[src/rtl/instr_stream_encoder.sv]
// Instruction stream encoder: takes symbolic instructions over valid/ready,
// encodes them with the 6-bit opcode map and writes them to consecutive words.
module instr_stream_encoder #(
  parameter logic [31:0] BASE_ADDR = 32'h0000_0000,
  parameter int          DEPTH     = 256
) (
  input  logic        clk,
  input  logic        rst,
  input  logic        start,
  input  logic        in_valid,
  output logic        in_ready,
  input  logic [3:0]  in_kind,
  input  logic [4:0]  in_rs,
  input  logic [4:0]  in_rt,
  input  logic [4:0]  in_rd,
  input  logic [4:0]  in_shamt,
  input  logic [5:0]  in_funct,
  input  logic [15:0] in_imm,
  input  logic [25:0] in_target,
  input  logic        in_last,
  output logic        mem_we,
  output logic [31:0] mem_addr,
  output logic [31:0] mem_wdata,
  output logic [16:0] count,
  output logic        done,
  output logic        err_kind,
  output logic        err_full
);

  // state    | meaning
  // S_IDLE   | waiting for start
  // S_ACCEPT | in_ready high, waiting for a transfer
  // S_WRITE  | mem_we high for the latched word
  // S_DONE   | one-cycle done pulse
  localparam logic [1:0] S_IDLE   = 2'd0;
  localparam logic [1:0] S_ACCEPT = 2'd1;
  localparam logic [1:0] S_WRITE  = 2'd2;
  localparam logic [1:0] S_DONE   = 2'd3;

  localparam logic [16:0] DEPTH_C = 17'(DEPTH);

  logic [1:0]  state;
  logic        last_q;
  logic        legal;
  logic [5:0]  op;
  logic [31:0] enc;
  logic [16:0] count_nxt;

  assign op        = {2'b00, in_kind};
  assign legal     = (in_kind <= 4'd8);
  assign count_nxt = count + 17'd1;

  always_comb begin
    enc = 32'h0;
    case (in_kind)
      4'd0:                         enc = {op, in_rs, in_rt, in_rd, in_shamt, in_funct};
      4'd1, 4'd2, 4'd3, 4'd4, 4'd5: enc = {op, in_rs, in_rt, in_imm};
      4'd6, 4'd8:                   enc = {op, in_target};
      4'd7:                         enc = {op, in_rs, 21'b0};
      default:                      enc = 32'h0;
    endcase
  end

  always_ff @(posedge clk) begin
    if (rst) begin
      state     <= S_IDLE;
      last_q    <= 1'b0;
      mem_addr  <= BASE_ADDR;
      mem_wdata <= 32'h0;
      count     <= 17'd0;
      err_kind  <= 1'b0;
      err_full  <= 1'b0;
    end else begin
      case (state)
        S_IDLE: begin
          if (start) begin
            state    <= S_ACCEPT;
            mem_addr <= BASE_ADDR;
            count    <= 17'd0;
            err_kind <= 1'b0;
            err_full <= 1'b0;
          end
        end
        S_ACCEPT: begin
          if (in_valid) begin
            if (legal) begin
              mem_wdata <= enc;
              last_q    <= in_last;
              state     <= S_WRITE;
            end else begin
              // illegal kinds are consumed but never written
              err_kind <= 1'b1;
            end
          end
        end
        S_WRITE: begin
          mem_addr <= mem_addr + 32'd4;
          count    <= count_nxt;
          if (last_q) begin
            state <= S_DONE;
          end else if (count_nxt == DEPTH_C) begin
            err_full <= 1'b1;
            state    <= S_DONE;
          end else begin
            state <= S_ACCEPT;
          end
        end
        default: state <= S_IDLE;
      endcase
    end
  end

  assign in_ready = (state == S_ACCEPT);
  assign mem_we   = (state == S_WRITE);
  assign done     = (state == S_DONE);

endmodule

[config.mk]
export PLATFORM = sky130hd
export DESIGN_NAME = instr_stream_encoder
export DESIGN_NICKNAME = d
export VERILOG_FILES = /design/src/rtl/instr_stream_encoder.sv
export SDC_FILE = /design/constraint.sdc
export NUM_CORES = 1
export LEC_CHECK = 0
export BUFFER_PORTS_ARGS = -buffer_cell sky130_fd_sc_hd__buf_2
export CORE_ASPECT_RATIO = 2
export CORE_MARGIN = 3
export CORE_UTILIZATION = 40
export DETAILED_ROUTE_END_ITERATION = 7
export HOLD_SLACK_MARGIN = 0.03
export PLACE_DENSITY = 0.66
export SYNTH_ARGS = -nofsm -noshare
export SYNTH_HDL_FRONTEND = slang
export SYNTH_SLANG_ARGS = --single-unit
[constraint.sdc]
create_clock -name clk -period 3.25 [get_ports clk]
set_input_delay 0.325 -clock clk [delete_from_list [all_inputs] [get_ports clk]]
set_output_delay 0.325 -clock clk [all_outputs]
set_load 0.01 [all_outputs]
== Yosys cells after proc, flatten, opt, wreduce, memory -nomap -nowiden ==
Index checks and enable logic that the tools add are counted.

* Register bits: 86
* Word-level logic and storage cells: 57
* Output and inout port bits: 86
* Input port bits: 77

* Eq/ne operators: 18
* Reduce and logical (&&, ||, !) cells: 11
* Mux-type cells: 18
* Order comparisons: 1
* $add $sub $neg: 2

{| class="wikitable"
|+ Operators with widths
! cell !! number
|-
| 30-bit case mux with 4 select lines || 1
|-
| 32-bit case mux with 2 select lines || 1
|-
| 17-bit case mux with 2 select lines || 1
|-
| 32-bit by 3-bit adder with 32-bit output (second input constant) || 1
|-
| 32-bit two-way mux || 1
|-
| 17-bit by 1-bit adder with 17-bit output (second input constant) || 1
|-
| 17-bit by 9-bit == test with 1-bit output (second input constant) || 1
|-
| 17-bit two-way mux || 1
|-
| 4-bit by 3-bit == test with 1-bit output (second input constant) || 4
|-
| 2-bit two-way mux || 5
|-
| 4-bit by 2-bit == test with 1-bit output (second input constant) || 2
|-
| 2-bit != test (second input constant) || 4
|-
| 4-bit AND reduction || 2
|-
| 2-bit case mux with 3 select lines || 1
|-
| 3-bit AND reduction || 2
|-
| 1-bit two-way mux || 5
|-
| 5-bit OR reduction || 1
|-
| 2-bit == test (second input constant) || 2
|-
| 4-bit by 1-bit == test with 1-bit output (second input constant) || 1
|-
| 4-bit == test (second input constant) || 1
|-
| 4-bit <= comparator (second input constant) || 1
|-
| 4-bit logical NOT || 1
|-
| 2-bit by 1-bit != test with 1-bit output (second input constant) || 2
|-
| 1-bit case mux with 2 select lines || 2
|-
| 5 further kinds || 6
|}

== Logic depth before layout (Yosys ltp) ==
Gate-level depths: netlist of run 1.

* Word-level depth: 5
* Depth in mapped cells: 9
* Gate-level depth less buffers: 6

== Worst setup path after synthesis of run 1 ==
Ideal clock, no wire load.

* Kind: register to register
* Start: register mem_addr[2]
* End: register mem_addr[26]
* Slack: 1.157 ns
* Data required time: 3.188 ns
* Arrival: 2.031 ns
* Period minus slack after synthesis: 2.093 ns
* Library setup time: 0.062 ns
* Stages on the path, launching flop included: 7
* Cell sequence: dfxtp_1 > ha_1 > nand3_1 > nor4_1 > nand4_1 > or4_1 > nand3_1

* Longest elaborated chain between the ends: 2

{| class="wikitable"
|+ Ends and longest elaborated chain
! item !! RTL line !! text
|-
| start, declared || 22 || <nowiki>output logic [31:0] mem_addr,</nowiki>
|-
| start signal, assigned || 97 || <nowiki>mem_addr <= mem_addr + 32'd4;</nowiki>
|-
| 32-bit by 3-bit adder with 32-bit output || 97 ||
|-
| 32-bit case mux with 2 select lines || 74 || <nowiki>case (state)</nowiki>
|}

Every way passes these cells.
A chain may end at the register's enable or synchronous reset.

== Worst setup path in the final report of run 1 ==
* Start: register count[0]
* End: register state[1]

* Longest elaborated chain between the ends: 5

{| class="wikitable"
|+ Ends and longest elaborated chain
! item !! RTL line !! text
|-
| start, declared || 24 || <nowiki>output logic [16:0] count,</nowiki>
|-
| start signal, assigned || 98 || <nowiki>count <= count_nxt;</nowiki>
|-
| 17-bit by 1-bit adder with 17-bit output || 51 || <nowiki>assign count_nxt = count + 17'd1;</nowiki>
|-
| 17-bit by 9-bit == test with 1-bit output || 101 || <nowiki>end else if (count_nxt == DEPTH_C) begin</nowiki>
|-
| 2-bit two-way mux || 101 ||
|-
| 2-bit two-way mux || 99 || <nowiki>if (last_q) begin</nowiki>
|-
| 2-bit case mux with 3 select lines || 74 ||
|-
| end signal, assigned || 77 || <nowiki>state <= S_ACCEPT;</nowiki>
|-
| end signal, assigned || 100 || <nowiki>state <= S_DONE;</nowiki>
|-
| end signal, assigned || 103 || <nowiki>state <= S_DONE;</nowiki>
|-
| end, declared || 42 || <nowiki>logic [1:0] state;</nowiki>
|}

Every way passes these cells.

==> key figures, run 1 <==
Layout
  – Synth-to-Final Area Change: 24.1%
  – Fill count: 1165
  – FF+latch area: 1640 um2
  – Layout cells sized above 1: 0.262
  – Post-layout util: 0.508
  – Antenna diode count: 0
  – Multi-input logic area: 2720 um2
  – NumNets Final: 832

Run
  – Max Cap Viol: 0

Die
  – Die ar.: 13000 um2
  – Die W: 82.2 um
  – Die outline height: 158 um
  – Core Region: 11400 um2
  – Ports: 163
  – Initial Utilization: 0.409
  – Number of cell rows: 55

Clock tree
  – H-tree depth: 3
  – CTS Buf Count: 9
  – CTS tree: built
  – Post-CTS Setup Repair Bufs: 0
  – Post-cts repair resize count: 0
  – Max Buffers Root-to-Sink: 2
  – Clock Root Buffer: clkbuf_16
  – CTS clk-pin slew, worst paths: 0.06 ns
  – Clk_lat worst skew: 0.34 ns
  – # clock sinks: 82
  – Count of hold-fix buffers inserted at cts: 0

Power
  – Pwr dens: 403 nW/um2
  – Switching power total: 0.575 mW
  – Power Internal: 1.75 mW
  – Reg power frac: 0.449
  – Switching share of total power: 0.247
  – Logic gate share of total power: 0.112
  – Clock Power Share: 0.439
  – Peak supply drop: 0.233 mV
  – Leak pwr: 2.31 nW

GRT
  – First-pass GRT wire length: 23600 um
  – Initial antenna violation count: 0
  – Largest net degree at the start of global routing: 46
  – Vias in the first global route: 4828
  – GRT overflow: 0
  – Gr usage total: 0.228

Synth
  – Avg Inst Size Synth: 7.43 um2
  – Ys flop type: dfxtp_1
  – Part of the Yosys area used for sequential elements: 0.353
  – Post-Syn Area: 4650 um2
  – Synth cell types: 59
  – Synth top area share: 0.353
  – Syn. warnings: 0
  – Synth area leader: dfxtp_1
  – Synth Register Bits: 82
  – Top post-synthesis cells by area: dfxtp_1, nor2_1, a21oi_1
  – Synth Instances: 625
  – Asr flop ratio synth: 0
  – EDFF count, synth: 0

Route
  – Via density: 5.80
  – Iteration-0 DRC count of the detailed router: 357
  – Avg WL per Cell: 16.0 um
  – Post-route ant nets: 0
  – Vias: 5212
  – Pre-antenna DRT Iters: 5
  – WL final: 14400 um
  – Detailed-route DRC error count: 0

Timing
  – Fin crit share: 0.800
  – Rel. slew slack: 0.409
  – Highest clock rate: 385 MHz
  – WHS: 0.229 ns
  – Period minus WS final: 2.60 ns
  – Setup TNS: 0 ns
  – RSZ-0062 raised after global routing: false
  – Final setup viols: 0
  – Fin. max-slew vios: 0
  – Clock Skews: 0.00830 ns
  – Final setup margin: 0.650 ns
  – Fin. Hold Viols: 0
  – Worst-margin pin slew: 0.887 ns

Worst setup path
  – Crit Path Class: reg2reg
  – Critical Path End Type: register
  – Reg-to-reg endpoint: state[1]$_SDFFE_PP0P_
  – WP data required: 3.51 ns
  – CP max FO: 12
  – Critical-path cell list: ha_1, nand4_1, nor3_1, a31oi_1, or4_1, o21ai_1
  – Crit path buffers/inverters: 0
  – Critical Path Source: count[0]$_SDFFE_PP0P_
  – Crit path largest cell delay: 0.52 ns
  – CP Data Arrival Time: 2.86 ns
  – Crit path capture: state[1]$_SDFFE_PP0P_
  – Worst path depth: 6
  – Worst path slowest cell: dfxtp_1
  – CP top delay family: simple AND/OR/NAND/NOR gates
  – Reg2Reg Depth: 6
  – Crit Reg-Reg Startpoint: count[0]$_SDFFE_PP0P_
  – Reg-to-reg slack, setup: 0.65 ns
  – CP startpoint kind: register

Status
  – Status: completed

Placed design
  – Pre-CTS WS: 0.729 ns
  – Post-DP HPWL: 10700 um
  – Placer Congestion: 0.879
  – # port buffers: 158

Min path
  – Hold Path Class: in2reg
  – HP Start: in_shamt[2]
-- power by group through the flow --
stage	Combinational (mW)	Sequential (mW)	Clock, mW
4_1_cts	0.260	1.04	1.05
3_3_place_gp	0.255	1.06	0
5_1_grt	0.292	1.05	1.10
3_5_place_dp	0.260	1.07	0
6_report	0.259	1.04	1.02
2_1_floorplan	0.148	1.07	0
-- worst register-to-register path, delay by kind of cell, from the launching register on --
kind,cells,cell delay [ns]
flops,1,0.52
simple gates,3,1.24
compound gates,2,0.33
fa+ha+maj,1,0.44
-- cell usage in the layout (no fill, tap or decap), types with 4 or more instances in the layout --
cell	instances
buf_2	158
a41oi_1	4
a211oi_1	19
nor3_1	21
a311oi_1	9
nand3_1	23
and4_1	4
a21oi_1	49
o21ai_0	31
a22oi_1	14
nand2_1	56
inv_1	12
o211ai_1	6
conb_1	4
or3_1	4
buf_4	12
nand4_1	16
and3_1	6
nor2_1	84
clkbuf_16	9
nand2b_1	4
nor4_1	11
a221oi_1	16
or4_1	5
a31oi_1	17
nor2b_1	22
o22ai_1	10
dfxtp_1	82
-- layer usage --
| metal | vias up | wire length (um) | global-route usage |
|---|---|---|---|
| li1 | 2557 | - | - |
| met1 | 2428 | 5390 | 0.260 |
| met2 | 199 | 7730 | 0.403 |
| met3 | 28 | 997 | 0.0510 |
| met4 | 0 | 316 | 0.0880 |
| met5 | - | 0 | 0 |
-- cell type report --
| cell class | count | area share |
|---|---|---|
| multi-input combinational | 477 | 0.472 |
| sequential | 82 | 0.285 |
| timing repair buffer | 170 | 0.153 |
| clock buffer | 12 | 0.0428 |
| tap | 142 | 0.0308 |
| clock inverter | 4 | 0.00890 |
| inverter | 12 | 0.00781 |
-- how the worst min path moves through the flow --
stage,slack (ns),to,cells after the start
floorplan,0.45,last_q$_SDFFE_PP0P_,2
global placement,0.45,err_kind$_SDFFE_PP0P_,2
detailed placement,0.47,last_q$_SDFFE_PP0P_,2
CTS,0.21,mem_wdata[8]$_SDFFE_PP0P_,3
global route,0.23,mem_wdata[8]$_SDFFE_PP0P_,3
finish,0.23,mem_wdata[8]$_SDFFE_PP0P_,3
-- synthesized netlist by cell type (all sizes together), types with 5 or more instances --
cell type  number
a311oi          9
nor2           84
nand2          56
a31oi          17
a211oi         19
nor2b          22
a221oi         16
clkbuf         41
buf            16
a22oi          14
o21ai          33
nor3           23
o22ai          10
nor4           11
and4            5
o211ai          6
or3             5
dfxtp          82
or4             6
a21oi          50
inv            12
nand3          23
nand4          16
and3            6
-- per-stage QoR --
step / instance area (um2) / cells / power (mW)
2_1_floorplan: 4660 / 628 / 1.22
3_3_place_gp: 5470 / 883 / 1.32
3_5_place_dp: 5470 / 883 / 1.33
4_1_cts: 5770 / 899 / 2.36
5_1_grt: 5770 / 899 / 2.44
6_report: 5770 / 899 / 2.32
-- sequential cells by signal (all words and copies together), names as in the netlist --
name	cells
count	17
last_q	1
err_full	1
mem_wdata	30
err_kind	1
mem_addr	30
state	2
-- logic make-up after synthesis --
logic type,Yosys count,synth area share
AO/OA/AOI/OAI,191,0.273
flip-flops,82,0.353
AND/OR/NAND/NOR,274,0.290
adder cells (fa/ha/maj),3,0.00808
buffers and inverters,69,0.0641
other,1,0.000807
XOR/XNOR,2,0.00377
multiplexers,3,0.00727
Power figures use the tool's default switching activity.
==> run 2: changes to the inputs <==
clock period = 2.65 ns   (was 3.25 ns; I/O delays follow)
==> key figures, run 2 (synthesis results as in run 1) <==
Die
  – Ports: 163
  – Die outline height: 158 um
  – Number of cell rows: 55
  – Initial Utilization: 0.409
  – Core Region: 11400 um2
  – Die W: 82.2 um
  – Die ar.: 13000 um2

Power
  – Peak supply drop: 0.358 mV
  – Pwr dens: 490 nW/um2
  – Power after layout: 2.85 mW
  – Leak pwr: 2.35 nW

Route
  – Met3 wire len: 864 um
  – Via density: 5.81
  – Pre-antenna DRT Iters: 7
  – Avg WL per Cell: 16.2 um
  – WL final: 14700 um
  – Wl on met1: 5570 um
  – Top sig layer: met4
  – Iteration-0 DRC count of the detailed router: 262
  – Vias: 5257
  – Detailed-route DRC error count: 0
  – Post-route ant nets: 0
  – Met2 WL post-DR: 7860 um

GRT
  – GRT overflow: 0
  – Vias in the first global route: 5020
  – First-pass GRT wire length: 23500 um
  – Gr usage total: 0.227
  – Largest net degree at the start of global routing: 53
  – Initial antenna violation count: 0

Layout
  – Finished Cell Area: 5810 um2
  – Post-layout util: 0.512
  – Commonest non-fill, non-tap cell in the layout: buf_2
  – NumNets Final: 838
  – Fill count: 1128
  – Multi-input logic area: 2720 um2
  – Layout cells sized above 1: 0.269
  – FF+latch area: 1640 um2
  – Synth-to-Final Area Change: 25.0%
  – Antenna diode count: 0
  – Commonest cells after routing, fill and taps aside: buf_2, nor2_1, dfxtp_1
  – Top Registers: mem_addr: 30 flops, mem_wdata: 30 flops, count: 17 flops
  – Non-filler cells, final: 905

Clock tree
  – Clock Root Buffer: clkbuf_16
  – Post-cts repair resize count: 0
  – Max Buffers Root-to-Sink: 2
  – CTS clk-pin slew, worst paths: 0.06 ns
  – Count of hold-fix buffers inserted at cts: 0
  – CTS tree: built
  – # clock sinks: 82
  – H-tree depth: 3
  – CTS Buf Count: 9
  – Post-CTS Setup Repair Bufs: 0
  – Clk_lat worst skew: 0.33 ns

Timing
  – Highest clock rate: 438 MHz
  – Rel. slew slack: 0.356
  – Period minus WS final: 2.28 ns
  – Fin. Hold Viols: 0
  – RSZ-0062 raised after global routing: false
  – WHS: 0.169 ns
  – Final setup margin: 0.369 ns
  – Worst-margin pin slew: 0.960 ns
  – Clock Skews: 0.00845 ns
  – Fin. max-slew vios: 0
  – Final setup viols: 0
  – Fin crit share: 0.861
  – Setup TNS: 0 ns

Run
  – Max Cap Viol: 0

Worst setup path
  – Critical-path cell list: ha_1, nand4_1, nor3_1, a41oi_1, or4_1, o21ai_1
  – Crit path largest cell delay: 0.58 ns
  – CP startpoint kind: register
  – Critical Path End Type: register
  – Worst path slowest cell: or4_1
  – WP data required: 2.91 ns
  – CP max FO: 11
  – Crit Path Class: reg2reg
  – CP Data Arrival Time: 2.54 ns

Status
  – Status: completed

Placed design
  – # port buffers: 158
  – Post-DP HPWL: 11000 um
  – Placer Congestion: 0.913
  – Dpl cell area: 5510 um2
  – Pre-CTS WS: 0.390 ns
  – Placed cell count: 889

Min path
  – Hold Path Class: in2reg
[run 2: changes by cell type in the layout (fill, tap and decap cells not counted), sizes merged]
cell / change
buf: +6
clkinv: +2
clkinvlp: -1
clkbuf: -1
[run 2: worst max-delay path: cells and delay by family (launching register included)]
family                   cells  cell delay [ns]
AND/OR/NAND/NOR              3             1.23
AO/OA/AOI/OAI                2             0.30
flip-flops                   1             0.33
adder cells (fa/ha/maj)      1             0.36
[run 2: metal layers]
metal,up-vias,track usage
li1,2569,-
met1,2466,0.242
met2,191,0.415
met5,-,0
met4,0,0.0951
met3,31,0.0504
[run 2: worst paths after layout]
kind / start / end / slack, ns / cells past startpoint
worst max-delay path: count[0]$_SDFFE_PP0P_ / state[1]$_SDFFE_PP0P_ / 0.37 / 6
worst min register to register: err_kind$_SDFFE_PP0P_ / err_kind$_SDFFE_PP0P_ / 0.47 / 2
worst min-delay path: in_funct[4] / mem_wdata[4]$_SDFFE_PP0P_ / 0.17 / 3
worst max register to register: count[0]$_SDFFE_PP0P_ / state[1]$_SDFFE_PP0P_ / 0.37 / 6
[run 2: cell type report]
type	instances	area share
repair buffers	176	0.159
inverters	12	0.00775
multi-input cells	477	0.469
well taps	142	0.0306
clock buffers	11	0.0418
clock inverters	5	0.00926
flip-flops and latches	82	0.283
[run 2: power breakdown]
part           total, mW  internal (mW)  switching (mW)
Sequential          1.28           1.26          0.0193
Combinational      0.321          0.131           0.190
Clock               1.25          0.753           0.494
Total               2.85           2.14           0.703
